--- src/rtl/div_iter.sv ---
// Iterative radix-2 restoring divider (DIV/DIVU), one quotient bit per cycle.
// Optional early exit for zero divisor or |divisor| > |dividend| under `DIV_FAST_PATH_EN.
module div_iter #(
    parameter int WIDTH = 32
) (
    input  logic             clk,
    input  logic             rst,
    input  logic             start,
    input  logic             sign,
    input  logic [WIDTH-1:0] dividend,
    input  logic [WIDTH-1:0] divisor,
    input  logic             flush,
    input  logic             ack,
    output logic             busy,
    output logic             out_valid,
    output logic [WIDTH-1:0] quotient,
    output logic [WIDTH-1:0] remainder,
    output logic             div_zero,
    output logic             stall_req
);

    localparam int CNT_W = (WIDTH > 1) ? $clog2(WIDTH) : 1;

    typedef enum logic [1:0] {
        S_IDLE,
        S_CALC,
        S_DONE
    } state_t;

    state_t             state_q, state_d;
    logic [CNT_W-1:0]   cnt_q, cnt_d;
    logic [WIDTH-1:0]   prem_q, prem_d;
    logic [WIDTH-1:0]   dvd_q, dvd_d;
    logic [WIDTH-1:0]   dvs_q, dvs_d;
    logic               neg_quo_q, neg_quo_d;
    logic               neg_rem_q, neg_rem_d;
    logic               zero_q, zero_d;
    logic [WIDTH-1:0]   quo_q, quo_d;
    logic [WIDTH-1:0]   rem_q, rem_d;
    logic               divz_q, divz_d;

    logic [WIDTH-1:0]   a_mag, b_mag;
    logic [WIDTH:0]     shifted, trial;
    logic               q_bit;
    logic [WIDTH-1:0]   iter_rem, iter_quo;

    function automatic logic [WIDTH-1:0] mag(input logic [WIDTH-1:0] x, input logic s);
        return (s && x[WIDTH-1]) ? -x : x;
    endfunction

    function automatic logic [WIDTH-1:0] cond_neg(input logic [WIDTH-1:0] x, input logic n);
        return n ? -x : x;
    endfunction

    assign a_mag = mag(dividend, sign);
    assign b_mag = mag(divisor, sign);

    // One restoring step: shift in the next dividend bit, trial-subtract, restore on borrow.
    assign shifted  = {prem_q, dvd_q[WIDTH-1]};
    assign trial    = shifted - {1'b0, dvs_q};
    assign q_bit    = ~trial[WIDTH];
    assign iter_rem = q_bit ? trial[WIDTH-1:0] : shifted[WIDTH-1:0];
    assign iter_quo = {dvd_q[WIDTH-2:0], q_bit};

    always_comb begin
        state_d   = state_q;
        cnt_d     = cnt_q;
        prem_d    = prem_q;
        dvd_d     = dvd_q;
        dvs_d     = dvs_q;
        neg_quo_d = neg_quo_q;
        neg_rem_d = neg_rem_q;
        zero_d    = zero_q;
        quo_d     = quo_q;
        rem_d     = rem_q;
        divz_d    = divz_q;

        if (flush) begin
            state_d = S_IDLE;
        end else begin
            case (state_q)
                S_IDLE: begin
                    if (start) begin
                        state_d   = S_CALC;
                        cnt_d     = '0;
                        prem_d    = '0;
                        dvd_d     = a_mag;
                        dvs_d     = b_mag;
                        neg_quo_d = sign & (dividend[WIDTH-1] ^ divisor[WIDTH-1]);
                        neg_rem_d = sign & dividend[WIDTH-1];
                        zero_d    = (divisor == '0);
`ifdef DIV_FAST_PATH_EN
                        if ((divisor == '0) || (b_mag > a_mag)) begin
                            state_d = S_DONE;
                            quo_d   = (divisor == '0) ? '1 : '0;
                            rem_d   = dividend;
                            divz_d  = (divisor == '0);
                        end
`endif
                    end
                end
                S_CALC: begin
                    prem_d = iter_rem;
                    dvd_d  = iter_quo;
                    cnt_d  = cnt_q + 1'b1;
                    if (cnt_q == CNT_W'(WIDTH - 1)) begin
                        // Last bit: apply sign fixup so results are registered on entering DONE.
                        state_d = S_DONE;
                        quo_d   = cond_neg(iter_quo, neg_quo_q & ~zero_q);
                        rem_d   = cond_neg(iter_rem, neg_rem_q);
                        divz_d  = zero_q;
                    end
                end
                S_DONE: begin
                    if (ack) begin
                        state_d = S_IDLE;
                    end
                end
                default: state_d = S_IDLE;
            endcase
        end
    end

    always_ff @(posedge clk) begin
        if (rst) begin
            state_q <= S_IDLE;
            cnt_q   <= '0;
            quo_q   <= '0;
            rem_q   <= '0;
            divz_q  <= 1'b0;
        end else begin
            state_q <= state_d;
            cnt_q   <= cnt_d;
            quo_q   <= quo_d;
            rem_q   <= rem_d;
            divz_q  <= divz_d;
        end
    end

    always_ff @(posedge clk) begin
        prem_q    <= prem_d;
        dvd_q     <= dvd_d;
        dvs_q     <= dvs_d;
        neg_quo_q <= neg_quo_d;
        neg_rem_q <= neg_rem_d;
        zero_q    <= zero_d;
    end

    assign busy      = (state_q == S_CALC);
    assign out_valid = (state_q == S_DONE);
    assign quotient  = quo_q;
    assign remainder = rem_q;
    assign div_zero  = divz_q;
    assign stall_req = (start && (state_q == S_IDLE)) || busy;

endmodule

--- config.mk ---
export PLATFORM = sky130hd
export DESIGN_NAME = div_iter
export DESIGN_NICKNAME = d
export VERILOG_FILES = /design/src/rtl/div_iter.sv
export SDC_FILE = /design/constraint.sdc
export NUM_CORES = 1
export LEC_CHECK = 0
export ABC_CLOCK_PERIOD_IN_PS = 13500
export BUFFER_PORTS_ARGS = -buffer_cell sky130_fd_sc_hd__buf_2
export CAP_MARGIN = 0
export CORE_ASPECT_RATIO = 1.4
export CORE_MARGIN = 2
export CORE_UTILIZATION = 50
export CTS_CLUSTER_SIZE = 14
export DETAILED_ROUTE_END_ITERATION = 10
export GPL_TIMING_DRIVEN = 0
export PLACE_DENSITY_LB_ADDON = 0.08
export RECOVER_POWER = 25
export SETUP_SLACK_MARGIN = 0.4
export SLEW_MARGIN = 20
export SYNTH_ARGS = -nofsm -noshare
export SYNTH_HDL_FRONTEND = slang
export SYNTH_SLANG_ARGS = --single-unit
--- constraint.sdc ---
create_clock -name clk -period 13.5 [get_ports clk]
set_clock_uncertainty 0.15 [all_clocks]
set_input_delay 1.35 -clock clk [delete_from_list [all_inputs] [get_ports clk]]
set_output_delay 1.35 -clock clk [all_outputs]
set_load 0.01 [all_outputs]
==> results.md <==
- Fin util: 57.99%
- Num ports: 138
- Syn Nets: 1430
- Most common cell after layout, fill and taps aside: nor2_1
- Critical path class: reg -> reg
- Worst skew pair latency: 0.45 ns
- Ys Warns: 0
- H-tree levels: 4
- Met2 wire length: 18540 µm
- Met3 WL: 1927 µm
- Fmax: 129.7 MHz
- Slew Viols, Final: 0
- Number of global-route vias before repair: 10485
- # resized after CTS: 0
- First-pass GRT wire length: 55010 µm
- Drt wl/cell: 19.36 µm
- Fin Setup TNS: 0 ns
- Post-Syn Area: 11320 µm²
- Die Y-Extent: 182.0 µm
- Share of post-route cells with drive strength above 1: 10.72%
- Non-Filler Instances: 1804
- Leak: 4.765 nW
- Reg clk slew, reported paths: 0.07 ns
- Most frequent cells in the layout: 145 x nor2_1, 139 x nand2_1, 103 x a21oi_1
- Period utilization: 57.12%
- Placed Cells: 1771
- Slowest-stage cell, CP: a311oi_4
- Clock sink total: 171
- Drt total wl: 34930 µm
- Seq cells post-synth: 171
- PortBufs: 136
- Root Driver: clkbuf_16
- GR Util All Layers: 29.57%
- CP Launch Type: register
- Initial antenna violation count: 0
- CP Buf/Inv Count: 7
- Synthesized netlist cell count: 1321
- Final antenna-violating net count: 0
- Post-synth EDFFs: 99
- Grt total ovfl: 0
- Sequential area share after synthesis: 39.00%
- Worst path required time: 13.72 ns
- Critical Path Fanout Max: 10
- Num rows: 65
- Post-synth cell types: 80
- Via count: 10384
- CP delay by family, top: simple AND/OR/NAND/NOR gates
- Starting Density: 50.60%
- CP max stage delay: 0.62 ns
- Overall power: 1.366 mW
- Hold WC Path Type: reg -> reg
- Routability cong.: 0.8850
- Final #Nets: 1598
- DRC errors left: 0
- DR iter-0 viols: 606
- Number of max-cap violations: 0
- Pre-Repair DR Iteration Count: 5
- Most frequent CP cell: inv_1
- Largest net degree at the start of global routing: 17
- Reg2reg end: remainder[26]
- Max_slew headroom: 29.74%
- Top FF cell, synth: edfxtp_1
- TritonCTS clock tree: yes
- Hold buffer count at CTS: 0
- Vias/cell: 5.756
- Slew @ Worst Pin: 1.046 ns
- WP data arrival: 7.94 ns
- TritonCTS Buffers: 17
- Power Density: 105.4 nW/µm²
- IR drop worst, VDD: 0.09351 mV
- Critical Path End Type: register
- RSZ-0062 raised after global routing: false
- Worst Hold Endpoint: quotient[26]
- Syn_area_per_cell: 8.567 µm²
- Post-CTS Setup Repair Bufs: 0
- Final hold vios: 0
- Async set-or-reset flop fraction in the synthesized netlist: 0%
- DR top layer: met4
- Die Wd: 131.2 µm
- Final Critical Period: 7.711 ns
- Core area: 22370 µm²
- Worst Min Path Start: quotient[26]
- Final setup viols: 0
- Worst reg2reg setup slack: 5.79 ns
- Hpwl dp: 28150 µm
- R2r worst-path depth: 25
- Routed met1 length: 13050 µm
- Area Growth Syn to Fin: 14.59%
- Die area: 23870 µm²
- Worst r2r src: dvd_q[31]
- Status: finished clean
- Hold Crit Depth: 2
- CTS Buffer Depth: 2
-- cell families (layout without fill, tap and decap cells) --
logic type	after synthesis	after routing	synth area share [%]
AO/OA/AOI/OAI	357	357	20.07
XOR/XNOR	123	123	9.519
adder cells (fa/ha/maj)	39	39	4.378
buffers and inverters	125	306	4.301
flip-flops	171	171	39.00
multiplexers	34	34	3.085
other	0	1	0
AND/OR/NAND/NOR	472	472	19.65
-- Yosys cell counts, drive strengths merged, types with 3 or more instances --
library cell / n / area share (%)
nor2: 147 / 5.0
xor2: 59 / 4.6
a41oi: 4 / 0.31
o31a: 4 / 0.31
clkbuf: 49 / 1.6
nand2: 139 / 4.6
a21o: 9 / 0.60
or4: 10 / 0.66
o41ai: 6 / 0.46
mux2i: 27 / 2.4
o21a: 5 / 0.33
a22o: 3 / 0.24
or3: 21 / 1.2
a211o: 4 / 0.31
and3: 9 / 0.50
nand2b: 14 / 0.77
o21ai: 104 / 4.6
a311oi: 5 / 0.54
a21boi: 3 / 0.20
nor2b: 5 / 0.28
o22ai: 3 / 0.17
a31oi: 18 / 1.0
or2: 3 / 0.17
a211oi: 33 / 2.3
nor3b: 4 / 0.27
mux2: 7 / 0.70
nor4: 21 / 1.2
and2: 11 / 0.61
ha: 38 / 4.2
o31ai: 18 / 1.2
xnor2: 64 / 5.0
nand3b: 9 / 0.60
o211ai: 4 / 0.27
a21oi: 105 / 4.7
buf: 14 / 0.62
a22oi: 4 / 0.27
o21bai: 3 / 0.20
a2111oi: 5 / 0.55
dfxtp: 72 / 13
inv: 62 / 2.1
edfxtp: 99 / 26
nor3: 39 / 1.8
nand4: 13 / 0.72
nand3: 22 / 0.97
-- worst min-delay path: stages (launching register included) --
cell and delay, ns:
dfxtp_1 0.31, nand2_1 0.05, a21oi_1 0.05
-- through the flow --
stage,setup WS [ns],area [µm²],hold WS [ns]
after global routing,5.264,12970,0.3329
after CTS,5.883,13060,0.3045
final,5.789,12970,0.3025
after floorplan,6.411,11320,0.3004
after global placement,3.891,12370,0.2866
after detailed placement,5.941,12480,0.2935
-- how the worst max path moves through the flow --
stage,from,to,cells past startpoint
after detailed placement,dvd_q[31],remainder[26],25
after floorplan,flush,cnt_q[3],4
after global placement,flush,cnt_q[3],5
final,dvd_q[31],remainder[26],25
after CTS,dvd_q[31],remainder[26],25
after global routing,dvd_q[31],remainder[26],25
-- registers in the layout, summed over array words and instances (netlist names) --
signal / count
cnt_q: 5
div_zero: 1
dvd_q: 32
dvs_q: 32
neg_quo_q: 1
neg_rem_q: 1
prem_q: 32
quotient: 32
remainder: 32
state_q: 2
zero_q: 1
-- where the power goes --
group          switching [mW]  internal [mW]
clock network           0.224          0.261
logic                   0.184          0.103
registers              0.0172          0.576
total                   0.426          0.941
-- final cells by class --
| type | count | area, µm² |
|---|---|---|
| multi-input combinational | 1025 | 6416 |
| buffer | 63 | 254.0 |
| timing repair buffer | 149 | 694.4 |
| antenna | 1 | 2.502 |
| clock inverter | 12 | 100.1 |
| inverter | 62 | 232.7 |
| sequential | 171 | 4414 |
| clock buffer | 20 | 478.0 |
| tap | 301 | 376.6 |
| fill | 2160 | 9397 |
-- routing by layer --
layer	track usage [%]	up-vias
li1	-	5135
met1	30.41	4859
met2	56.99	309
met3	6.226	81
met4	13.52	0
met5	0	-
Power figures use the tool's default switching activity.
